$ cat src/rtl/prescaled_digit_counter.sv
`default_nettype none
// ============================================================================
// Module      : prescaled_digit_counter
// Description : Prescaled single-digit up/down counter with run/hold,
//               synchronous clear, clamped parallel load, 4-step speed select,
//               hex 7-segment decode, heartbeat decimal point and tick/wrap
//               strobes for chaining.
// Revision    : 1.0 - initial release
// ============================================================================
module prescaled_digit_counter #(
    parameter int PRESCALE     = 10_000_000,
    parameter int CNT_WIDTH    = 24,
    parameter int DIGIT_MAX    = 9,
    parameter bit COMMON_ANODE = 1'b0
) (
    input  logic       clk,
    input  logic       rst_n,
    input  logic       clear,
    input  logic       run,
    input  logic       up_dn,
    input  logic       load,
    input  logic [3:0] load_val,
    input  logic [1:0] speed,
    output logic [3:0] digit,
    output logic [6:0] segments,
    output logic       dp,
    output logic       tick,
    output logic       wrap,
    output logic [7:0] pre_cnt
);

    localparam logic [CNT_WIDTH-1:0] c_PRESCALE  = CNT_WIDTH'(PRESCALE);
    localparam logic [CNT_WIDTH-1:0] c_CNT_ONE   = CNT_WIDTH'(1);
    localparam logic [3:0]           c_DIGIT_MAX = 4'(DIGIT_MAX);

    logic [CNT_WIDTH-1:0] r_cnt;
    logic [CNT_WIDTH-1:0] w_cnt_next;
    logic [CNT_WIDTH-1:0] w_limit;
    logic [CNT_WIDTH-1:0] w_limit_m1;
    logic [3:0]           r_digit;
    logic [3:0]           w_digit_next;
    logic [3:0]           w_load_clamped;
    logic                 r_dp;
    logic                 w_dp_next;
    logic                 w_tick;
    logic                 w_wrap;
    logic                 w_tick_due;
    logic [6:0]           w_seg_raw;

    // Step period shrinks by powers of two with speed; PRESCALE >= 8 keeps
    // the limit at least 1 for every speed setting.
    assign w_limit    = c_PRESCALE >> speed;
    assign w_limit_m1 = w_limit - c_CNT_ONE;

    // Greater-or-equal so a mid-count switch to a faster speed ticks on the
    // next active cycle instead of running the counter all the way round.
    assign w_tick_due = run && (r_cnt >= w_limit_m1);

    assign w_load_clamped = (load_val > c_DIGIT_MAX) ? c_DIGIT_MAX : load_val;

    // Next-state and strobes: reset > clear > load > tick step > count
    always_comb begin
        w_cnt_next   = r_cnt;
        w_digit_next = r_digit;
        w_dp_next    = r_dp;
        w_tick       = 1'b0;
        w_wrap       = 1'b0;
        if (!rst_n || clear) begin
            w_cnt_next   = '0;
            w_digit_next = 4'd0;
            w_dp_next    = 1'b0;
        end else if (load) begin
            // A load swallows any tick due this cycle and restarts the period
            w_digit_next = w_load_clamped;
            w_cnt_next   = '0;
        end else if (w_tick_due) begin
            w_tick     = 1'b1;
            w_cnt_next = '0;
            w_dp_next  = ~r_dp;
            if (up_dn) begin
                if (r_digit == c_DIGIT_MAX) begin
                    w_digit_next = 4'd0;
                    w_wrap       = 1'b1;
                end else begin
                    w_digit_next = r_digit + 4'd1;
                end
            end else begin
                if (r_digit == 4'd0) begin
                    w_digit_next = c_DIGIT_MAX;
                    w_wrap       = 1'b1;
                end else begin
                    w_digit_next = r_digit - 4'd1;
                end
            end
        end else if (run) begin
            w_cnt_next = r_cnt + c_CNT_ONE;
        end
    end

    // State registers with synchronous active-low reset
    always_ff @(posedge clk) begin
        if (!rst_n) begin
            r_cnt   <= '0;
            r_digit <= 4'd0;
            r_dp    <= 1'b0;
        end else begin
            r_cnt   <= w_cnt_next;
            r_digit <= w_digit_next;
            r_dp    <= w_dp_next;
        end
    end

    // Hex 7-segment decode, {g,f,e,d,c,b,a}, active-high before polarity
    always_comb begin
        w_seg_raw = 7'b0000000;
        case (r_digit)
            4'h0: w_seg_raw = 7'b0111111;
            4'h1: w_seg_raw = 7'b0000110;
            4'h2: w_seg_raw = 7'b1011011;
            4'h3: w_seg_raw = 7'b1001111;
            4'h4: w_seg_raw = 7'b1100110;
            4'h5: w_seg_raw = 7'b1101101;
            4'h6: w_seg_raw = 7'b1111101;
            4'h7: w_seg_raw = 7'b0000111;
            4'h8: w_seg_raw = 7'b1111111;
            4'h9: w_seg_raw = 7'b1101111;
            4'hA: w_seg_raw = 7'b1110111;
            4'hB: w_seg_raw = 7'b1111100;
            4'hC: w_seg_raw = 7'b0111001;
            4'hD: w_seg_raw = 7'b1011110;
            4'hE: w_seg_raw = 7'b1111001;
            4'hF: w_seg_raw = 7'b1110001;
            default: w_seg_raw = 7'b0000000;
        endcase
    end

    assign digit    = r_digit;
    assign segments = w_seg_raw ^ {7{COMMON_ANODE}};
    assign dp       = r_dp ^ COMMON_ANODE;
    assign tick     = w_tick;
    assign wrap     = w_wrap;
    // Truncates wide counters, zero-fills narrow ones
    assign pre_cnt  = 8'(r_cnt);

endmodule
`default_nettype wire

$ cat config.mk
export PLATFORM = sky130hd
export DESIGN_NAME = prescaled_digit_counter
export DESIGN_NICKNAME = d
export VERILOG_FILES = /design/src/rtl/prescaled_digit_counter.sv
export SDC_FILE = /design/constraint.sdc
export NUM_CORES = 1
export LEC_CHECK = 0
export ABC_AREA = 1
export CAP_MARGIN = 25
export CORE_ASPECT_RATIO = 0.6
export CORE_MARGIN = 2
export CORE_UTILIZATION = 47
export DETAILED_ROUTE_END_ITERATION = 8
export HOLD_SLACK_MARGIN = 0.15
export PLACE_DENSITY = 0.69
export REMOVE_ABC_BUFFERS = 1
export SETUP_SLACK_MARGIN = 0.3
export SLEW_MARGIN = 20
export SYNTH_ARGS = -nofsm -noshare
export SYNTH_HDL_FRONTEND = slang
export SYNTH_SLANG_ARGS = --single-unit
$ cat constraint.sdc
create_clock -name clk -period 7.5 [get_ports clk]
set_clock_uncertainty 0.1 [all_clocks]
set_input_delay 1.5 -clock clk [delete_from_list [all_inputs] [get_ports clk]]
set_output_delay 1.5 -clock clk [all_outputs]
set_load 0.02 [all_outputs]
* Word level (Yosys, flattened, before mapping) *
Memories as Yosys holds them, arrays and structs flattened. A register that Yosys moved wholly into a read port is not among the register bits.
Cells that the tools add are included.

storage, ports and cells
  register bits = 29
  bits in latches = 0
  RAM bits = 0
  ROM bits = 112
  memories = 1

cells by class
  $add $sub $neg = 4
  multiply operators = 0
  div/mod/pow operators = 0
  $lt $le $gt $ge = 2
  equality and inequality tests = 1
  shift-type cells = 1
  muxes and demuxes = 17
  bitwise logic cells = 3
  reductions and logical operators = 8

memory list
  name             depth  bits a word  rd ports  clocked after Yosys merged registers in  wr ports  line  text
  (no name shown)  16     7            1         1                                        0         116   case (r_digit)

operators by type and width
  operator                 count
  $mux W4                  8
  $add A24 B1 Y24 const B  1
  $ge A24 B24 Y1           1
  $shr A24 B2 Y24 const A  1
  $sub A24 B1 Y24 const B  1
  $mux W1                  9
  $add A4 B1 Y4 const B    1
  $eq A4 B4 Y1 const B     1
  $gt A4 B4 Y1 const B     1
  $logic_not A4 Y1         1
  $reduce_or A4 Y1         1
  $sub A4 B1 Y4 const B    1
  $not A1 Y1               3
  $reduce_and A2 Y1        1
  $reduce_bool A2 Y1       1
  $reduce_or A2 Y1         1
  $logic_and A1 B1 Y1      1
  $logic_not A1 Y1         1
  $logic_or A1 B1 Y1       1

* Logic depth before layout (Yosys ltp) *
Gate-level depths: netlist of the first run.

  depth in word-level cells = 8
  mapped depth = 25
  mapped depth without buffers = 25

* Least setup slack after synthesis of the first run *
OpenSTA, ideal clock, no wires.

  path kind = input to output
  start point = input port speed[0]
  end point = output port wrap
  arrival time = 3612 ps
  data required time = 5900 ps
  setup slack = 2288 ps
  stages = 14
  buffers on the path = 0
  cell sequence = inv_1 > ha_1 > nor4_1 > nand3_1 > xnor2_1 > ha_1 > nand2_1 > nor2_1 > nand2_1 > nor2_1 > nand2_1 > nand3_2 > nand3_1 > nor3b_1

between the ends
  longest elaborated chain between the ends = 7

ends and longest elaborated chain
  item                 line  text
  start: declaration   23    input logic [1:0] speed,
  $shr A24 B2 Y24      52    assign w_limit = c_PRESCALE >> speed;
  $sub A24 B1 Y24      53    assign w_limit_m1 = w_limit - c_CNT_ONE;
  $ge A24 B24 Y1       57    assign w_tick_due = run && (r_cnt >= w_limit_m1);
  $logic_and A1 B1 Y1  57
  $mux W1              76    end else if (w_tick_due) begin
  $mux W1              72    end else if (load) begin
  $mux W1              68    if (!rst_n || clear) begin
  end: declaration     28    output logic wrap,

No other way between the ends.

* Worst setup path after layout of the first run *
  start point = input port speed[1]
  end point = output port wrap

The elaborated chain is that of the path after synthesis.

==> results of run 1 <==
worst max path at each step:
stage	start	to	slack, ps
2_1_floorplan	speed[0]	wrap	2290
3_3_place_gp	speed[0]	wrap	1230
3_5_place_dp	speed[1]	wrap	1110
4_1_cts	speed[1]	wrap	1100
5_1_grt	speed[1]	wrap	850
6_report	speed[1]	wrap	1120
cell usage after synthesis, types with 2 or more instances:
cell type / count
buf_2: 2
dfxtp_1: 36
buf_1: 2
nand2_1: 89
o21ai_0: 7
nand3_1: 31
xnor2_1: 5
inv_1: 45
nand4_1: 2
nand2_4: 3
nand3_2: 5
nor2_4: 3
nor3b_1: 5
ha_1: 35
nand3b_1: 2
nor4_1: 3
nor2_1: 45
xor2_1: 8
o21bai_1: 2
nor3_1: 9
buf_4: 8
nand2_2: 4
a21oi_1: 15
per-layer routing:
layer / part of all wire / up-vias
li1: - / 1272
met1: 0.55 / 1055
met2: 0.37 / 56
met3: 0.075 / 5
met4: 0.0075 / 0
met5: 0 / -
registers in the layout, indices dropped and copies added (netlist names):
| register | count |
|---|---|
| digit | 4 |
| segments | 7 |
| r_cnt | 24 |
| dp | 1 |
stage by stage:
| stage | hold WS, ps | utilization | total power, mW |
|---|---|---|---|
| after floorplan | 369.3 | - | 0.2411 |
| after global placement | 352.2 | 0.5507 | 0.2664 |
| after detailed placement | 352.9 | 0.5507 | 0.2671 |
| after CTS | 366.3 | 0.5676 | 0.4115 |
| after global routing | 405.7 | 0.5676 | 0.4294 |
| final | 363.6 | 0.5676 | 0.4078 |
placed cells by master (no fill, tap or decap), types with 2 or more instances in the layout:
master / netlist / routed
nor3_1: 9 / 9
clkbuf_8: 0 / 6
nand3_2: 5 / 5
nor2_1: 45 / 45
nand3b_1: 2 / 2
xor2_1: 8 / 8
o21ai_0: 7 / 7
dfxtp_1: 36 / 36
nor2_4: 3 / 3
a21oi_1: 15 / 15
nand2_2: 4 / 4
inv_1: 45 / 45
nand2_1: 89 / 89
nor3b_1: 5 / 5
nand3_1: 31 / 31
nand4_1: 2 / 2
nand2_4: 3 / 3
nor4_1: 3 / 3
clkdlybuf4s50_1: 0 / 33
o21bai_1: 2 / 2
xnor2_1: 5 / 5
ha_1: 35 / 35
where the power goes:
group	internal (mW)	leakage (nW)	total, mW	switching, mW
Combinational	0.0273	1.09	0.0650	0.0377
Sequential	0.196	0.292	0.198	0.00224
Clock	0.0747	0.0445	0.145	0.0702
cell families after synthesis:
family | synth area share
multiplexers | 0.003718
buffers and inverters | 0.09294
adder cells (fa/ha/maj) | 0.1626
AO/OA/AOI/OAI | 0.06274
flip-flops | 0.2677
AND/OR/NAND/NOR | 0.3680
XOR/XNOR | 0.04229
worst max-delay path: stages:
cell             delay [ps]
clkdlybuf4s50_1         640
inv_1                   150
ha_1                    360
inv_1                   120
nand3_1                 100
xnor2_1                 170
ha_1                    280
nand2_1                  60
nor2_1                  100
nand2_1                  60
nor2_1                   90
nand2_1                  70
nand3_2                  90
nand3_1                 130
nor3b_1                 220
clkdlybuf4s50_1         630
area by class of cell:
| type | instances | share of cell area |
|---|---|---|
| Clock buffer | 7 | 0.02744 |
| Clock inverter | 1 | 0.002386 |
| Inverter | 46 | 0.05487 |
| Multi-Input combinational cell | 284 | 0.5471 |
| Sequential cell | 36 | 0.2290 |
| Tap cell | 80 | 0.03181 |
| Timing Repair Buffer | 34 | 0.1074 |
==> reports/results.txt, run 1 <==
CP Max Fanout - 8
Synthesized area - 2693 um^2
Clk Latency, worst-skew pair - 290 ps
Initial Util - 0.4857
Worst setup SP type - input port
Outcome - complete, no violations
Ant diodes - 0
Gr busiest metal - met1
Area growth, synth to finish - 16.87%
Gr usage total - 0.2019
Area leader, netlist - dfxtp_1
Final count of pins violating max slew - 0
Post-CTS setup buffers - 0
Asr flop ratio synth - 0
Pre-antenna DRT Iters - 4
Final hold vios - 0
Vias per std cell - 4.893
Final Cycle Share - 0.8509
Leak Pwr - 1.426 nW
Post-detail-place hpwl - 4.889 mm
Min Tclk post-route - 6382 ps
CP required - 5900 ps
Area of the multi-input gates - 1722 um^2
Final worst setup slack - 1118 ps
Wire length of the first global-routing pass - 10.04 mm
Die H - 62.63 um
Largest net degree at the start of global routing - 25
TritonCTS Buffers - 5
Synth cell types - 35
Vias - 2388
Input/output buffers - 33
Unrepaired setup endpoints after global routing - no
Final setup fails - 0
Clock Path Buffers - 2
Wire per inst - 12.49 um
YS warnings - 0
Number of synthesized flops with an enable pin - 0
Met3 Use GR - 0.04586
Worst EP arrival - 4780 ps
Layout Nets - 454
R2R Setup Slk - 4680 ps
Primary FF master, synth - dfxtp_1
I/O pins - 34
Max-capacitance violation count - 0
Worst flop-to-flop path endpoint - segments[6]
Clock root buffer - clkbuf_8
Met1 GRT Util - 0.3310
Cts hold-fix bufs - 0
Synth Instances - 378
Fin Setup TNS - 0 ps
# rows - 21
Design area - 3147 um^2
Slew HR - 0.3856
Worst setup path class - input port to output port
Least-Margin Pin Slew - 919.0 ps
CTS tree - built
Fmax - 0.1567 GHz
Top-area cell type share of the netlist area - 0.2677
Post-synthesis sequential area ratio - 0.2677
H-tree Lvls - 2
Filler Cells Inserted - 531
Met2 usage - 0.2549
Initial antenna violation count - 0
Final routed DRC violation total - 0
VDD IR-drop max - 0.00005924 V
CP Capture Type - output port
Clock sinks - 36
FF+latch area - 720.7 um^2
Final Instance Count excl. Fillers - 488
Global route total overflow - 0
Post_cts resized - 0
Vias in the first global route - 2089
Reg-to-Reg Start - r_cnt[5]
Synthesized flop and latch total - 36
Die X-Extent - 101.7 um
Iter 0 DRT Violations - 143
FF-to-FF path depth - 16
Routability cong. - 0.9086
Place WS - 1110 ps
Pwr Density - 129.6 nW/um^2
Top post-synthesis cells by area - dfxtp_1 (27%), ha_1 (16%), nand2_1 (12%)
Worst Hold Launch - dp
Hold Path Sink - dp
Area of the die - 6370 um^2
Syn avg cell area - 7.123 um^2
Fraction of layout cells with a size suffix above 1 - 0.06863
Hold Path Stages - 2
Core Region - 5544 um^2
CTS clk-pin slew, worst paths - 80 ps
Final wirelength - 6.097 mm
Post-DP Area - 3053 um^2
Worst hold path class - register to register
DRT antenna net count - 0
Placed Instances - 480
Note: power is estimated with default switching activity, not from simulation.
==> inputs of run 2 (changes only) <==
CORE_UTILIZATION = 40   (was 47)
PLACE_DENSITY = 0.61   (was 0.69)
==> run 2 against run 1 <==
  * First-iteration DRC count up 27%
  * Total power up 0.30%
  * Sequential share of layout area down 0.17 points
  * Cell count up 1.6%
  * Critical path depth up 3
  * Critical endpoint unchanged
  * Via count up 2.6%
  * Worst setup slack worse by 65 ps
  * Highest routed layer unchanged
  * Wire length up 4.1%
  * Clock power about the same
  * Largest cell class unchanged
  * Register-to-register slack about the same
  * Hold slack better by 8.0 ps
==> reports/results.txt, run 2 (synthesized netlist as in run 1, its figures left out) <==
Most common cell after layout, fill and taps aside - nand2_1 (unchanged)
Min Tclk post-route - 6446 ps (was 6382 ps)
Vias - 2449 (was 2388)
Worst EP arrival - 4850 ps (was 4780 ps)
Unrepaired setup endpoints after global routing - no (unchanged)
Wire per inst - 12.80 um (was 12.49 um)
Top delay family on crit path - buffers and inverters (unchanged)
Routability cong. - 0.8827 (was 0.9086)
CP startpoint - speed[1] (unchanged)
Largest stage delay on the critical path - 630 ps (was 640 ps)
Slew HR - 0.6609 (was 0.3856)
Max-capacitance violation count - 0 (unchanged)
Leak Pwr - 1.433 nW (was 1.426 nW)
Ant diodes - 0 (unchanged)
Post-CTS setup buffers - 0 (unchanged)
Final hold vios - 0 (unchanged)
Vias per std cell - 4.938 (was 4.893)
Final count of pins violating max slew - 0 (unchanged)
Worst hold path class - register to register (unchanged)
Global route total overflow - 0 (unchanged)
Pwr Density - 129.0 nW/um^2 (was 129.6 nW/um^2)
DRT antenna net count - 0 (unchanged)
Worst Hold Launch - dp (unchanged)
Input/output buffers - 33 (unchanged)
Pre-antenna DRT Iters - 5 (was 4)
Most frequent CP cell - nand2_1 (unchanged)
Placed Instances - 487 (was 480)
Area of the multi-input gates - 1722 um^2 (unchanged)
CP required - 5900 ps (about the same)
Area of the die - 7425 um^2 (was 6370 um^2)
FF+latch area - 720.7 um^2 (unchanged)
Final Util - 0.4811 (was 0.5676)
TritonCTS Buffers - 5 (unchanged)
Largest net degree at the start of global routing - 25 (unchanged)
Biggest register - r_cnt (unchanged)
Final worst setup slack - 1054 ps (was 1118 ps)
Worst path slowest cell - clkdlybuf4s50_1 (unchanged)
CTS tree - built (unchanged)
Core Region - 6590 um^2 (was 5544 um^2)
Place WS - 1130 ps (was 1110 ps)
Clock sinks - 36 (unchanged)
Filler Cells Inserted - 694 (was 531)
Final hold slack - 371.6 ps (was 363.6 ps)
Post_cts resized - 0 (unchanged)
Fraction of layout cells with a size suffix above 1 - 0.07090 (was 0.06863)
Die H - 67.55 um (was 62.63 um)
Clock Path Buffers - 2 (unchanged)
Initial antenna violation count - 0 (unchanged)
CP Capture Type - output port (unchanged)
I/O pins - 34 (unchanged)
DR WL met2 - 2.253 mm (was 2.235 mm)
Fin Setup TNS - 0 ps (unchanged)
H-tree Lvls - 2 (unchanged)
Post-detail-place hpwl - 5.069 mm (was 4.889 mm)
Gr usage total - 0.1812 (was 0.2019)
Wire length of the first global-routing pass - 10.25 mm (was 10.04 mm)
Vias in the first global route - 2105 (was 2089)
Worst setup path class - input port to output port (unchanged)
Initial Util - 0.4086 (was 0.4857)
Max reg flops - 24 (unchanged)
Final Instance Count excl. Fillers - 496 (was 488)
Worst Path Buf+Inv - 5 (was 4)
Reg-to-Reg Start - r_cnt[11] (was r_cnt[5])
Layout Nets - 455 (was 454)
Met3 wire length - 698 um (was 460 um)
# rows - 23 (was 21)
Die X-Extent - 109.9 um (was 101.7 um)
VDD IR-drop max - 0.00005913 V (was 0.00005924 V)
Clk Latency, worst-skew pair - 290 ps (about the same)
Clock root buffer - clkbuf_8 (unchanged)
Least-Margin Pin Slew - 504.0 ps (was 919.0 ps)
Worst setup SP type - input port (unchanged)
Iter 0 DRT Violations - 182 (was 143)
Fmax - 0.1551 GHz (was 0.1567 GHz)
Area growth, synth to finish - 17.75% (was 16.87%)
Final Cycle Share - 0.8595 (was 0.8509)
Outcome - complete, no violations (unchanged)
Top Metal Used - met4 (unchanged)
CTS clk-pin slew, worst paths - 70 ps (was 80 ps)
Routed metal-1 wire length - 3.362 mm (was 3.355 mm)
Final wirelength - 6.347 mm (was 6.097 mm)
Most frequent cells in the layout - nand2_1 (89), inv_1 (45), nor2_1 (45) (unchanged)
Final routed DRC violation total - 0 (unchanged)
Cts hold-fix bufs - 0 (unchanged)
CP Max Fanout - 8 (unchanged)
Crit-path cells - clkdlybuf4s50_1 > inv_1 > ha_1 > inv_1 > nor4_1 > nand3_1 > xnor2_1 > ha_1 > nand2_1 > inv_1 > nand2_1 > nand2_1 > nand2_1 > nand2_1 > nand2_1 > nand3_2 > nand3_1 > nor3b_1 > clkdlybuf4s50_1 (was clkdlybuf4s50_1 > inv_1 > ha_1 > inv_1 > nand3_1 > xnor2_1 > ha_1 > nand2_1 > nor2_1 > nand2_1 > nor2_1 > nand2_1 > nand3_2 > nand3_1 > nor3b_1 > clkdlybuf4s50_1)
Final setup fails - 0 (unchanged)
run 2: cell types whose count changed in the layout (fill, tap and decap cells not counted), sizes merged:
| cell | before | now |
|---|---|---|
| buf | 1 | 2 |
run 2: metrics by stage:
stage	area, um^2	total power, mW
finish	3171	0.4090
global route	3171	0.4311
CTS	3156	0.4131
detailed placement	3062	0.2672
global placement	3062	0.2668
floorplan	2615	0.2411
run 2: where the power goes:
part / switching, mW / internal, mW / leakage (nW) / total, mW
Sequential: 0.00227 / 0.196 / 0.292 / 0.198
Clock: 0.0701 / 0.0747 / 0.0445 / 0.145
Combinational: 0.0384 / 0.0279 / 1.10 / 0.0663
Total: 0.111 / 0.298 / 1.43 / 0.409
run 2: area by class of cell:
class,instances,area share
Clock buffer,7,0.02723
Timing Repair Buffer,35,0.1113
Multi-Input combinational cell,284,0.5430
Sequential cell,36,0.2273
Tap cell,87,0.03433
Clock inverter,1,0.002368
Inverter,46,0.05446
run 2: final timing paths:
path	to	slack (ps)	cells past startpoint
max reg2reg	segments[3]	4670	18
min	dp	370	2
min reg2reg	dp	370	2
max	wrap	1050	19
run 2: routing by layer:
layer  global-route usage  vias to the layer above
li1                     -                     1276
met3              0.04247                        4
met5                    0                        -
met1               0.2937                     1107
met2               0.2324                       62
met4              0.03797                        0
run 2: worst min-delay path, stage by stage (launching register included):
cell	delay [ps]
dfxtp_1	310
inv_1	60
a21oi_1	50
==> inputs of run 3 (changes only) <==
CORE_MARGIN = 4   (was 2)
MAX_ROUTING_LAYER = met4   (was not set)
==> run 3 against run 2 <==
  * Flip-flop and latch count did not move
  * Cell area up 0.43%
  * Hold slack worse by 8.4 ps
  * Die area rose by 9.8%
  * Clock power is 24% higher
  * Fmax up 1.4%
  * Combinational power decreased by 0.6%
  * Core utilization increased by 2.4 points
  * Cell count is 0.60% lower
  * Non-clock buffer count unchanged
  * Worst setup slack better by 92 ps
  * First-iteration DRC count decreased by 16%
  * Critical path type unchanged
  * Critical endpoint unchanged
  * Largest cell class unchanged
==> reports/results.txt, run 3 (synthesized netlist as in run 1, its figures left out) <==
Final Power - 0.4440 mW (was 0.4090 mW)
Post-detail-place hpwl - 5.269 mm (was 5.069 mm)
Final worst setup slack - 1145 ps (was 1054 ps)
Place WS - 1139 ps (was 1130 ps)
Post-CTS setup buffers - 0 (unchanged)
Vias - 2465 (was 2449)
Vias per std cell - 5.000 (was 4.938)
Initial Util - 0.4272 (was 0.4086)
Routability cong. - 0.8747 (was 0.8827)
Clock sinks - 36 (unchanged)
Outcome - complete, no violations (unchanged)
Cts hold-fix bufs - 0 (unchanged)
CTS clk-pin slew, worst paths - 80 ps (was 70 ps)
Placed Instances - 484 (was 487)
Iter 0 DRT Violations - 153 (was 182)
Initial antenna violation count - 0 (unchanged)
Filler Cells Inserted - 659 (was 694)
Min Tclk post-route - 6355 ps (was 6446 ps)
Pwr Density - 139.4 nW/um^2 (was 129.0 nW/um^2)
Die X-Extent - 113.9 um (was 109.9 um)
Pre-antenna DRT Iters - 5 (unchanged)
Met1 GRT Util - 0.2724 (was 0.2937)
Final setup fails - 0 (unchanged)
Layout Nets - 455 (unchanged)
Crit-path cells - clkdlybuf4s50_1 > inv_1 > ha_1 > inv_1 > nand3_1 > xnor2_1 > ha_1 > nand2_1 > nor2_1 > nand2_1 > nor2_1 > nand2_1 > nand3_2 > nand3_1 > nor3b_1 > clkdlybuf4s50_1 (was clkdlybuf4s50_1 > inv_1 > ha_1 > inv_1 > nor4_1 > nand3_1 > xnor2_1 > ha_1 > nand2_1 > inv_1 > nand2_1 > nand2_1 > nand2_1 > nand2_1 > nand2_1 > nand3_2 > nand3_1 > nor3b_1 > clkdlybuf4s50_1)
Global route total overflow - 0 (unchanged)
Worst hold path class - register to register (unchanged)
Final count of pins violating max slew - 0 (unchanged)
Largest net degree at the start of global routing - 25 (unchanged)
Worst setup path class - input port to output port (unchanged)
Gr busiest metal - met1 (unchanged)
Unrepaired setup endpoints after global routing - no (unchanged)
TritonCTS Buffers - 5 (unchanged)
Max reg flops - 24 (unchanged)
Die H - 71.55 um (was 67.55 um)
Core Region - 6304 um^2 (was 6590 um^2)
Final Instance Count excl. Fillers - 493 (was 496)
Least-Margin Pin Slew - 445.2 ps (was 504.0 ps)
CP Max Fanout - 8 (unchanged)
I/O pins - 34 (unchanged)
# rows - 22 (was 23)
Most common cell after layout, fill and taps aside - nand2_1 (unchanged)
Wire length of the first global-routing pass - 10.92 mm (was 10.25 mm)
Worst setup SP type - input port (unchanged)
Worst Path Buf+Inv - 4 (was 5)
Clock root buffer - clkbuf_8 (unchanged)
Max-capacitance violation count - 0 (unchanged)
Most frequent CP cell - nand2_1 (unchanged)
Fin Setup TNS - 0 ps (unchanged)
Final routed DRC violation total - 0 (unchanged)
Input/output buffers - 33 (unchanged)
CP required - 5900 ps (about the same)
VDD IR-drop max - 0.00006601 V (was 0.00005913 V)
CP Capture Type - output port (unchanged)
Worst path slowest cell - clkdlybuf4s50_1 (unchanged)
Met2 usage - 0.2218 (was 0.2324)
Vias in the first global route - 2228 (was 2105)
Fraction of layout cells with a size suffix above 1 - 0.07335 (was 0.07090)
Final Cycle Share - 0.8473 (was 0.8595)
Area of the die - 8151 um^2 (was 7425 um^2)
Final Util - 0.5052 (was 0.4811)
Clk Latency, worst-skew pair - 300 ps (was 290 ps)
Wire per inst - 13.37 um (was 12.80 um)
Biggest register - r_cnt (unchanged)
Final wirelength - 6.590 mm (was 6.347 mm)
Top delay family on crit path - buffers and inverters (unchanged)
Post_cts resized - 0 (unchanged)
Gr usage total - 0.1740 (was 0.1812)
Ant diodes - 0 (unchanged)
H-tree Lvls - 2 (unchanged)
Most frequent cells in the layout - nand2_1 (89), inv_1 (45), nor2_1 (45) (unchanged)
Area growth, synth to finish - 18.26% (was 17.75%)
DRT antenna net count - 0 (unchanged)
Largest stage delay on the critical path - 640 ps (was 630 ps)
Fmax - 0.1574 GHz (was 0.1551 GHz)
Final hold vios - 0 (unchanged)
Worst EP arrival - 4750 ps (was 4850 ps)
Leak Pwr - 1.442 nW (was 1.433 nW)
CTS tree - built (unchanged)
Met3 Use GR - 0.03376 (was 0.04247)
Clock Path Buffers - 2 (unchanged)
Slew HR - 0.7004 (was 0.6609)
-- run 3: changes by cell type in the layout (fill, tap and decap cells not counted) --
cell	change
buf_6	+1
buf_8	-1
bufinv_16	+1
clkbuf_1	-1
inv_6	+1
clkbuf_8	-1
-- run 3: per-stage QoR --
step / cell area, um^2 / hold slack (ps)
4_1_cts: 3173 / 367.4
3_3_place_gp: 3058 / 352.7
2_1_floorplan: 2615 / 369.3
3_5_place_dp: 3058 / 352.6
5_1_grt: 3184 / 416.9
6_report: 3184 / 363.2
-- run 3: cell type report --
cell class                 instances  area [um^2]  share of cell area
clock buffer                       5        68.82             0.02161
timing repair buffer              35        349.1              0.1096
sequential                        36        720.7              0.2263
clock inverter                     3        46.29             0.01454
inverter                          46        172.7             0.05422
tap                               84        105.1             0.03301
multi-input combinational        284         1722              0.5407
-- run 3: worst paths after layout --
path                               start  slack [ps]          end  cells after the start
worst max-delay path            speed[1]        1150         wrap                     16
worst min register to register        dp         360           dp                      2
worst min-delay path                  dp         360           dp                      2
worst max register to register  r_cnt[5]        4710  segments[6]                     16
-- run 3: power by group --
part	switching [mW]	total, mW	internal, mW
logic	0.0382	0.0659	0.0277
registers	0.00223	0.198	0.196
clock network	0.0801	0.180	0.100
total	0.121	0.444	0.323
-- run 3: tightest hold or removal path, delay by kind of cell (launching register included) --
kind / cells / cell delay [ps]
buffers and inverters: 1 / 60
AO/OA/AOI/OAI: 1 / 50
flip-flops: 1 / 320
-- run 3: layer usage --
layer	vias up	share of wire	routed length, um
li1	1275	-	-
met1	1115	0.55	3604
met2	67	0.36	2371
met3	8	0.083	545
met4	0	0.010	68
met5	-	0	0
